**config.mk**
```make
export PLATFORM = sky130hd
export DESIGN_NAME = reflex_judge
export DESIGN_NICKNAME = d
export VERILOG_FILES = /design/src/rtl/reflex_judge.sv
export SDC_FILE = /design/constraint.sdc
export NUM_CORES = 1
export LEC_CHECK = 0
export ABC_AREA = 1
export CAP_MARGIN = 20
export CELL_PAD_IN_SITES_DETAIL_PLACEMENT = 0
export CELL_PAD_IN_SITES_GLOBAL_PLACEMENT = 1
export CORE_UTILIZATION = 46
export DETAILED_ROUTE_END_ITERATION = 6
export PLACE_DENSITY = 0.95
export SYNTH_ARGS = -nofsm -noshare
export SYNTH_HDL_FRONTEND = slang
export SYNTH_SLANG_ARGS = --single-unit
```
**constraint.sdc**
```tcl
create_clock -name clk -period 4.9 [get_ports clk]
set_clock_uncertainty 0.1 [all_clocks]
set_input_delay 0.49 -clock clk [delete_from_list [all_inputs] [get_ports clk]]
set_output_delay 0.49 -clock clk [all_outputs]
set_load 0.02 [all_outputs]
```
**src/rtl/reflex_judge.sv**
```systemverilog
// reflex_judge: game-round judge driven by the clk_3s pacing square wave.
//   Each clk_3s edge opens a round. The lamp is picked by an 8-bit LFSR.
//   Button presses are judged as a hit or as wrong. Misses and wrong presses
//   accumulate in wrong_time. The game ends at MAX_WRONG or after MAX_ROUNDS.
// Ports:
//   clk        : system clock
//   rst        : asynchronous reset, active-high
//   switch     : game enable (0 = pause, all state frozen, events discarded)
//   clk_3s     : round pacing square wave (asynchronous, synchronised here)
//   btn        : player buttons, active-high, one per lamp
//   led        : one-hot target lamp, 0 = no target shown
//   score      : correct hits, saturating
//   wrong_time : wrong presses + missed rounds, saturating
//   game_over  : high once the game has ended
module reflex_judge #(
  parameter int          N_LAMPS    = 4,
  parameter int          MAX_WRONG  = 3,
  parameter int          MAX_ROUNDS = 30,
  parameter logic [7:0]  LFSR_SEED  = 8'hA5
) (
  input  logic               clk,
  input  logic               rst,
  input  logic               switch,
  input  logic               clk_3s,
  input  logic [N_LAMPS-1:0] btn,
  output logic [N_LAMPS-1:0] led,
  output logic [4:0]         score,
  output logic [2:0]         wrong_time,
  output logic               game_over
);

  typedef enum logic [1:0] {IDLE, ARMED, JUDGED, DONE} state_t;

  state_t               state_reg, state_next;
  logic [N_LAMPS-1:0]   led_reg, led_next;
  logic [4:0]           score_reg, score_next;
  logic [2:0]           wrong_reg, wrong_next;
  logic [4:0]           round_cnt_reg, round_cnt_next;
  logic [7:0]           lfsr_reg, lfsr_next;

  // Two-flop synchronisers plus a previous-value stage for edge detection.
  logic                 clk3_meta_reg, clk3_sync_reg, clk3_prev_reg;
  logic [N_LAMPS-1:0]   btn_meta_reg, btn_sync_reg, btn_prev_reg;

  logic                 tick;
  logic [N_LAMPS-1:0]   press;
  logic [N_LAMPS-1:0]   lamp;
  logic [7:0]           lfsr_adv;
  logic [4:0]           score_inc;
  logic [2:0]           wrong_inc;
  logic                 answered;

  always_ff @(posedge clk or posedge rst) begin
    if (rst) begin
      clk3_meta_reg <= 1'b0;
      clk3_sync_reg <= 1'b0;
      clk3_prev_reg <= 1'b0;
      btn_meta_reg  <= '0;
      btn_sync_reg  <= '0;
      btn_prev_reg  <= '0;
    end else begin
      clk3_meta_reg <= clk_3s;
      clk3_sync_reg <= clk3_meta_reg;
      clk3_prev_reg <= clk3_sync_reg;
      btn_meta_reg  <= btn;
      btn_sync_reg  <= btn_meta_reg;
      btn_prev_reg  <= btn_sync_reg;
    end
  end

  // Both clk_3s edges are round boundaries. Buttons count on the rising edge only.
  assign tick  = clk3_sync_reg ^ clk3_prev_reg;
  assign press = btn_sync_reg & ~btn_prev_reg;

  // Lamp for the new round comes from the LFSR value before it advances.
  assign lamp      = N_LAMPS'(1) << lfsr_reg[1:0];
  assign lfsr_adv  = {lfsr_reg[6:0], lfsr_reg[7] ^ lfsr_reg[5] ^ lfsr_reg[4] ^ lfsr_reg[3]};
  assign score_inc = (score_reg == 5'd31) ? score_reg : score_reg + 5'd1;
  assign wrong_inc = (wrong_reg == 3'd7)  ? wrong_reg : wrong_reg + 3'd1;

  always_ff @(posedge clk or posedge rst) begin
    if (rst) begin
      state_reg     <= IDLE;
      led_reg       <= '0;
      score_reg     <= '0;
      wrong_reg     <= '0;
      round_cnt_reg <= '0;
      lfsr_reg      <= LFSR_SEED;
    end else begin
      state_reg     <= state_next;
      led_reg       <= led_next;
      score_reg     <= score_next;
      wrong_reg     <= wrong_next;
      round_cnt_reg <= round_cnt_next;
      lfsr_reg      <= lfsr_next;
    end
  end

  always_comb begin
    state_next     = state_reg;
    led_next       = led_reg;
    score_next     = score_reg;
    wrong_next     = wrong_reg;
    round_cnt_next = round_cnt_reg;
    lfsr_next      = lfsr_reg;
    answered       = 1'b0;

    // With switch low, nothing moves. Pending ticks and presses are simply lost.
    if (switch) begin
      unique case (state_reg)
        IDLE: begin
          if (tick) begin
            state_next     = ARMED;
            led_next       = lamp;
            lfsr_next      = lfsr_adv;
            round_cnt_next = 5'd1;
          end
        end
        ARMED, JUDGED: begin
          answered = (state_reg == JUDGED);
          // A press is judged against the lamp currently shown.
          // This happens before any same-cycle tick is handled.
          if (state_reg == ARMED && press != '0) begin
            if (press == led_reg) score_next = score_inc;
            else                  wrong_next = wrong_inc;
            answered   = 1'b1;
            state_next = JUDGED;
            led_next   = '0;
          end
          // A round closing with no answer is a miss.
          if (tick && !answered)
            wrong_next = wrong_inc;
          // Hitting the wrong limit ends the game. It overrides starting a new round.
          if (wrong_next >= 3'(MAX_WRONG)) begin
            state_next = DONE;
            led_next   = '0;
          end else if (tick) begin
            if (round_cnt_reg == 5'(MAX_ROUNDS)) begin
              state_next = DONE;
              led_next   = '0;
            end else begin
              state_next     = ARMED;
              led_next       = lamp;
              lfsr_next      = lfsr_adv;
              round_cnt_next = round_cnt_reg + 5'd1;
            end
          end
        end
        default: begin
          // DONE is left only through reset.
        end
      endcase
    end
  end

  assign led        = led_reg;
  assign score      = score_reg;
  assign wrong_time = wrong_reg;
  assign game_over  = (state_reg == DONE);

endmodule

```
Word-level counts from Yosys, hierarchy flattened --
Cells that the tools add are included.
Storage, ports and cells: bits in registers 42, input port bits 8
Operators by class: $add $sub $neg 3, $lt $le $gt $ge 1, equal/unequal tests 12, shifts and indexed selects 1, muxes and demuxes 31, bitwise logic cells 7, reduce and logical (&&, ||, !) cells 11
Operators with widths (count):
- $mux 8 | 4
- $mux 4 | 5
- $mux 5 | 4
- $mux 3 | 6
- $pmux 8 s2 | 1
- $add 5x1->5 const B | 2
- $eq 5x5->1 const B | 2
- $mux 2 | 5
- $pmux 5 s2 | 1
- $ne 2x2->1 const B | 4
- $pmux 4 s2 | 1
- $reduce_and 6->1 | 1
- $reduce_and 5->1 | 1
- $and 4x4->4 | 1
- $eq 2x2->1 const B | 2
- $eq 4x4->1 | 1
- $ne 4x4->1 const B | 1
- $not 4->4 | 1
- $pmux 2 s2 | 1
- $reduce_and 4->1 | 1
- $reduce_bool 4->1 | 1
- $shl 1x2->4 const A | 1
- $xor 1x1->1 | 4
- $add 3x1->3 const B | 1
- other kinds (11) | 14

Depth between registers and ports, before layout --
Gate-level depths: netlist (run 1).
depth after elaboration 15, gate-level depth with buffers 17

Worst setup path before layout (run 1) --
Ideal clock, no wire load.
path kind reg2reg, start reg state_reg[0], end reg lfsr_reg[2], data arrival time 1.802 ns, data required time 4.739 ns, path slack 2.938 ns, cell stages (with the launch flop) 9, path buffers 2, period minus slack after synthesis 1.962 ns, cell sequence dfrtp_1 -> inv_1 -> ha_1 -> buf_2 -> clkinv_1 -> a21oi_2 -> buf_2 -> nand3_1 -> nand2_1
Between the ends: word-level cells in the longest chain between the ends 13
Ends and longest elaborated chain:
- start: declaration | line 34 | state_t state_reg, state_next;
- start signal: assignment | line 90 | state_reg <= state_next;
- $eq 2x1->1 | line 110, 123
- $logic_and 1x1->1 | line 123 | if (state_reg == ARMED && press != '0) begin
- $mux 1 | line 123
- $mux 1 | line 110 | unique case (state_reg)
- $mux 1 | line 109 | if (switch) begin
- $logic_not 1->1 | line 131 | if (tick && !answered)
- $logic_and 1x1->1 | line 131
- $mux 3 | line 131
- $mux 3 | line 110
- $mux 3 | line 109
- $ge 3x2->1 | line 134 | if (wrong_next >= 3'(MAX_WRONG)) begin
- $ne 2x2->1 (no source line)
- $reduce_and 6->1 (no source line)
- end signal: assignment | line 95 | lfsr_reg <= lfsr_next;
- end: declaration | line 39 | logic [7:0] lfsr_reg, lfsr_next;
Parallel ways exist; a longest one is shown, timed or not. The select of a mux whose other input is x is not followed. A chain may end at the register's enable or synchronous reset.

Final worst setup path (run 1) --
start reg state_reg[0], end reg led_reg[3], in the netlist led[3]
Between the ends: word-level cells in the longest chain between the ends 13
Ends and longest elaborated chain:
- $eq 2x1->1 | line 110, 123
- $logic_and 1x1->1 | line 123
- $mux 1 | line 123
- $mux 1 | line 110
- $mux 1 | line 109
- $logic_not 1->1 | line 131
- $logic_and 1x1->1 | line 131
- $mux 3 | line 131
- $mux 3 | line 110
- $mux 3 | line 109
- $ge 3x2->1 | line 134
- $ne 4x4->1 (no source line) or $mux 4 (tied branches)
- $reduce_and 4->1 (no source line) or $pmux 4 s2 (tied branches)
- end signal: assignment | line 91 | led_reg <= led_next;
- end: declaration | line 35 | logic [N_LAMPS-1:0] led_reg, led_next;
Parallel ways exist; a longest one is shown, timed or not. The select of a mux whose other input is x is not followed.

==> run summary, run 1 <==
synth unique cells: 28
Largest register FFs: 8
top layer in use: met4
leading area contributor after synthesis: dfrtp_1
TritonCTS Sinks: 42
Clock Latency Late Sink: 0.30 ns
GR Util All Layers: 0.176
total wire length: 3750 um
worst slew pin tran: 0.682 ns
WP data arrival: 2.71 ns
Syn Inst Count: 240
met3 WL: 142 um
largest net degree at the start of global routing: 43
vias in the first global route: 1493
CTS clk-pin slew, worst paths: 0.08 ns
CTS resizes: 0
VDD IR max: 0.262 mV
initial antenna violation count: 0
ys async rst share: 1.00
ANT nets after route: 0
antenna fix cells: 0
Hold Vio Cnt, Final: 0
Synth Flop Type: dfrtp_1
Rows: 24
met2 WL post-DR: 1730 um
DP Wirelength: 2620 um
syn avg cell area: 8.74 um^2
most common cell in the netlist: nand2_1
Post-Syn Area: 2100 um^2
fillcell total: 399
TritonCTS buffer count: 5
IO Port Bufs: 20
met1 WL: 1810 um
die height: 69.5 um
share of layout cells above drive strength 1: 0.132
status: finished clean
dpl cells: 309
crit path capture type: flip-flop
first-pass GRT wire length: 6700 um
Clock Tree Buf Depth: 2
vias per inst: 4.94
synth-to-layout area growth: 16.0%
top-area cell type share of the netlist area: 0.453
Req. time, crit path: 5.04 ns
I/O pin count: 21
Die ar.: 4840 um^2
Setup crit start kind: flip-flop
clk root buf: clkbuf_8
critical path class: flip-flop to flip-flop
Synth Net Count: 257
RSZ-0062 raised after global routing: false
Initial Utilization: 0.479
max-slew violation count: 0
grt ovf: 0
drt pass-1 iters: 4
initial drt markers: 66
Leakage Power: 1.22 nW
leading post-synthesis cells by cell area: dfrtp_1 45%, nand2_1 14%, nand3_1 6.2%
via count: 1566
Max-Slew Margin vs Limit: 0.545
Fmax: 0.388 GHz
setup TNS: 0 ns
final non-filler cell total: 317
max-cap violations: 0
FF+latch count, synth: 42
DR DRC count: 0
hold_buf cts: 0
commonest cells in the netlist: 79 x nand2_1, 38 x dfrtp_1, 26 x nand3_1, 20 x inv_1, 9 x ha_1
CTS tree: yes
Final setup violation count: 0
biggest fanout along the worst timing path: 15
register area share after synthesis: 0.503
minimum clock period after layout: 2.58 ns
Hold Path Class: flip-flop to flip-flop
post-route clock period utilization: 0.526
core area: 4380 um^2
DR WL/cell: 11.8 um
Post-CTS Setup Repair Bufs: 0
final core occ: 0.555
PD cells: 485 nW/um^2
EDFF count, synth: 0
synth warn: 0
Die X: 69.5 um
H-tree levels: 2
Nets: 281
RePlAce Congestion: 0.876
-- worst paths after layout --
kind	startpoint	end	slack, ns	cells after the start
setup / recovery	state_reg[0]$_DFFE_PP0P_	led[3]$_DFFE_PP0P_	2.32	8
hold / removal	btn_meta_reg[3]$_DFF_PP0_	btn_sync_reg[3]$_DFF_PP0_	0.25	0
setup reg to reg	state_reg[0]$_DFFE_PP0P_	led[3]$_DFFE_PP0P_	2.32	8
hold reg to reg	btn_meta_reg[3]$_DFF_PP0_	btn_sync_reg[3]$_DFF_PP0_	0.25	0
max in group asynchronous	rst	lfsr_reg[0]$_DFFE_PP1P_	3.81	3
min in group asynchronous	rst	clk3_sync_reg$_DFF_PP0_	0.52	3
-- where the power goes --
group / switching [mW] / total, mW / internal [mW]
registers: 0.0496 / 0.444 / 0.394
clock network: 0.120 / 0.233 / 0.113
logic: 0.331 / 0.504 / 0.173
-- cell type report --
class,instances,area (um^2),share of cell area
clock inverter,2,12.5,0.00514
clock buffer,6,82.6,0.0339
timing repair buffer,21,208,0.0853
multi-input combinational,167,908,0.373
tap,52,65.1,0.0267
inverter,27,101,0.0416
sequential,42,1060,0.434
-- through the flow --
| stage | area [um^2] | hold slack (ns) | setup slack (ns) | power [mW] |
|---|---|---|---|---|
| floorplan | 2100 | 0.231 | 2.94 | 0.852 |
| global placement | 2340 | 0.232 | 2.44 | 0.945 |
| detailed placement | 2340 | 0.240 | 2.34 | 0.958 |
| CTS | 2430 | 0.259 | 2.33 | 1.20 |
| global route | 2430 | 0.266 | 2.07 | 1.28 |
| finish | 2430 | 0.255 | 2.32 | 1.18 |
-- cells in the final DEF, fill, tap and decap left out, drive strengths merged --
master         synthesis  layout
a21oi                  3       3
and3                   1       1
buf                    4       1
clkbuf                 0       6
clkdlybuf4s50          0      20
clkinv                 1       2
clkinvlp               0       1
dfrtp                 38      38
dfstp                  4       4
ha                     9       9
inv                   26      26
nand2                 85      85
nand3                 28      28
nand3b                 2       2
nand4                  6       6
nor2                  11      11
nor3                   1       1
nor4                   4       4
o21ai                  6       6
or2                    1       1
xnor2                  4       4
xor2                   6       6
-- cells by family (layout without fill, tap and decap cells) --
group                    after synthesis  in the layout  share of synthesized area
flip-flops                            42             42                      0.503
AO/OA/AOI/OAI                          9              9                     0.0250
buffers and inverters                 31             56                     0.0638
adder cells (fa/ha/maj)                9              9                     0.0537
AND/OR/NAND/NOR                      139            139                      0.312
XOR/XNOR                              10             10                     0.0417
-- per-layer routing --
metal  vias up  track usage
met2        33        0.276
met4         0       0.0703
met5         -            0
li1        813            -
met1       714        0.232
met3         6       0.0494
-- worst max-delay path, cell delays in order (launching register included) --
cell      delay (ns)
dfrtp_1         0.40
inv_1           0.08
ha_1            0.47
clkinv_1        0.31
a21oi_2         0.62
nand2_2         0.24
inv_2           0.15
nand2_1         0.07
nand2_1         0.06
Power figures use the tool's default switching activity.
==> run 2, diff against run 1 <==
--- a/config.mk
+++ b/config.mk
@@ -9,9 +9,9 @@
 export CAP_MARGIN = 20
 export CELL_PAD_IN_SITES_DETAIL_PLACEMENT = 0
 export CELL_PAD_IN_SITES_GLOBAL_PLACEMENT = 1
-export CORE_UTILIZATION = 46
+export CORE_UTILIZATION = 38
 export DETAILED_ROUTE_END_ITERATION = 6
-export PLACE_DENSITY = 0.95
+export PLACE_DENSITY = 0.85
 export SYNTH_ARGS = -nofsm -noshare
 export SYNTH_HDL_FRONTEND = slang
 export SYNTH_SLANG_ARGS = --single-unit
==> constraint.sdc (replaced) <==
create_clock -name clk -period 2.16 [get_ports clk]
set_clock_uncertainty 0.1 [all_clocks]
set_input_delay 0.216 -clock clk [delete_from_list [all_inputs] [get_ports clk]]
set_output_delay 0.216 -clock clk [all_outputs]
set_load 0.02 [all_outputs]
==> run summary, run 2 (same netlist as run 1, synthesis figures left out) <==
via count: 1596 (was 1566)
design area: 2540 um^2 (was 2430 um^2)
Nets: 289 (was 281)
FF-to-FF setup slack: 0.17 ns (was 2.32 ns)
CP max stage cell: dfrtp_1 (was a21oi_2)
Max-Slew Margin vs Limit: 0.658 (was 0.545)
TritonCTS Sinks: 42 (unchanged)
total wire length: 3730 um (was 3750 um)
RePlAce Congestion: 0.821 (was 0.876)
Hold Vio Cnt, Final: 0 (unchanged)
setup TNS: 0 ns (unchanged)
DR DRC count: 0 (unchanged)
drt pass-1 iters: 4 (unchanged)
share of layout cells above drive strength 1: 0.168 (was 0.132)
clk root buf: clkbuf_8 (unchanged)
RSZ-0062 raised after global routing: false (unchanged)
I/O pin count: 21 (unchanged)
Largest register FFs: 8 (unchanged)
Hold Path Class: primary input to asynchronous set/reset pin (was flip-flop to flip-flop)
H-tree levels: 2 (unchanged)
Rows: 26 (was 24)
R2R Path End: lfsr_reg[4]$_DFFE_PP0P_ (was led[3]$_DFFE_PP0P_)
synth-to-layout area growth: 20.9% (was 16.0%)
Final Power: 2.87 mW (was 1.18 mW)
grt ovf: 0 (unchanged)
Fmax: 0.502 GHz (was 0.388 GHz)
CTS clk-pin slew, worst paths: 0.09 ns (was 0.08 ns)
max-slew violation count: 0 (unchanged)
CP top delay family: buffers and inverters (was compound AO/OA/AOI/OAI gates)
minimum clock period after layout: 1.99 ns (was 2.58 ns)
ANT nets after route: 0 (unchanged)
biggest fanout along the worst timing path: 14 (was 15)
die height: 76.3 um (was 69.5 um)
fillcell total: 492 (was 399)
GR Util All Layers: 0.141 (was 0.176)
max-cap violations: 0 (unchanged)
Die ar.: 5820 um^2 (was 4840 um^2)
Req. time, crit path: 2.24 ns (was 5.04 ns)
Final setup violation count: 0 (unchanged)
Critical path buffers and inverters: 3 (unchanged)
Leakage Power: 1.26 nW (was 1.22 nW)
Die X: 76.3 um (was 69.5 um)
CTS tree: yes (unchanged)
Setup crit start kind: flip-flop (unchanged)
critical path class: flip-flop to flip-flop (unchanged)
initial antenna violation count: 0 (unchanged)
CP Cell Sequence: inv_1 > ha_1 > clkinvlp_4 > a21oi_2 > buf_4 > nand2_4 > nand2_1 > nand2_1 (was inv_1 > ha_1 > clkinv_1 > a21oi_2 > nand2_2 > inv_2 > nand2_1 > nand2_1)
Largest stage delay, worst path: 0.42 ns (was 0.62 ns)
most frequent cells in the layout: 79 x nand2_1, 38 x dfrtp_1, 26 x nand3_1 (unchanged)
WP data arrival: 2.07 ns (was 2.71 ns)
Initial Utilization: 0.403 (was 0.479)
most common cell after layout, fill and taps aside: nand2_1 (unchanged)
Clock Latency Late Sink: 0.29 ns (was 0.30 ns)
Placed Area: 2380 um^2 (was 2340 um^2)
status: finished clean (unchanged)
vias per inst: 4.65 (was 4.94)
reg2reg start: state_reg[0]$_DFFE_PP0P_ (unchanged)
IO Port Bufs: 20 (unchanged)
DR WL/cell: 10.9 um (was 11.8 um)
initial drt markers: 92 (was 66)
TritonCTS buffer count: 5 (unchanged)
crit path capture type: flip-flop (unchanged)
core area: 5200 um^2 (was 4380 um^2)
DP Wirelength: 2650 um (was 2620 um)
vias in the first global route: 1459 (was 1493)
r2r worst-path depth: 8 (unchanged)
Clock Tree Buf Depth: 2 (unchanged)
VDD IR max: 0.514 mV (was 0.262 mV)
antenna fix cells: 0 (unchanged)
first-pass GRT wire length: 6500 um (was 6700 um)
cell mode on critical path: nand2_1 (unchanged)
largest net degree at the start of global routing: 43 (unchanged)
post-route clock period utilization: 0.922 (was 0.526)
PD cells: 1130 nW/um^2 (was 485 nW/um^2)
worst slew pin tran: 0.513 ns (was 0.682 ns)
-- run 2: per-stage QoR --
stage               hold slack (ns)   util  std cells  worst slack, ns
global placement              0.233  0.458        330            0.181
CTS                           0.248  0.476        338           0.0451
global route                  0.241  0.488        343          0.00395
floorplan                     0.147      -        240            0.198
finish                        0.247  0.488        343            0.169
detailed placement            0.237  0.458        330           0.0959
-- run 2: worst max path at each step --
stage	from	to	slack (ns)	cells after the start
6_report	state_reg[0]$_DFFE_PP0P_	lfsr_reg[4]$_DFFE_PP0P_	0.17	8
5_1_grt	state_reg[1]$_DFFE_PP0P_	led[2]$_DFFE_PP0P_	0.004	15
4_1_cts	state_reg[1]$_DFFE_PP0P_	lfsr_reg[4]$_DFFE_PP0P_	0.05	15
3_5_place_dp	state_reg[1]$_DFFE_PP0P_	lfsr_reg[4]$_DFFE_PP0P_	0.1	15
3_3_place_gp	state_reg[1]$_DFFE_PP0P_	lfsr_reg[3]$_DFFE_PP0P_	0.18	15
2_1_floorplan	state_reg[0]$_DFFE_PP0P_	lfsr_reg[2]$_DFFE_PP1P_	0.20	8
-- run 2: report_power, final --
part	switching, mW	internal, mW
clock network	0.269	0.257
logic	0.808	0.535
registers	0.108	0.894
-- run 2: final cells by class --
class                           count  area [um^2]  area share
Clock inverter                      2         12.5     0.00493
Timing Repair Buffer               29          268       0.106
Tap cell                           70         87.6      0.0345
Multi-Input combinational cell    167          926       0.365
Clock buffer                        6         82.6      0.0325
Inverter                           27          105      0.0414
Sequential cell                    42         1060       0.416
-- run 2: per-layer routing --
layer	GRT usage	vias to the layer above	share of wire
li1	-	826	-
met1	0.195	743	0.50
met2	0.214	22	0.45
met3	0.0359	5	0.034
met4	0.0519	0	0.013
met5	0	-	0
-- run 2: repair_timing --
action | in CTS | in global routing
endpoints found under the setup margin | 0 | 19
gates resized for setup | 0 | 4
setup buffers | 0 | 5
endpoints found under the hold margin | 0 | 0
hold buffers | 0 | 0
-- run 2: worst register-to-register path, cell delays in order, from the launching register on --
cell and delay, ns:
dfrtp_1 0.42, inv_1 0.08, ha_1 0.37, clkinvlp_4 0.19, a21oi_2 0.21, buf_4 0.23
nand2_4 0.13, nand2_1 0.08, nand2_1 0.05
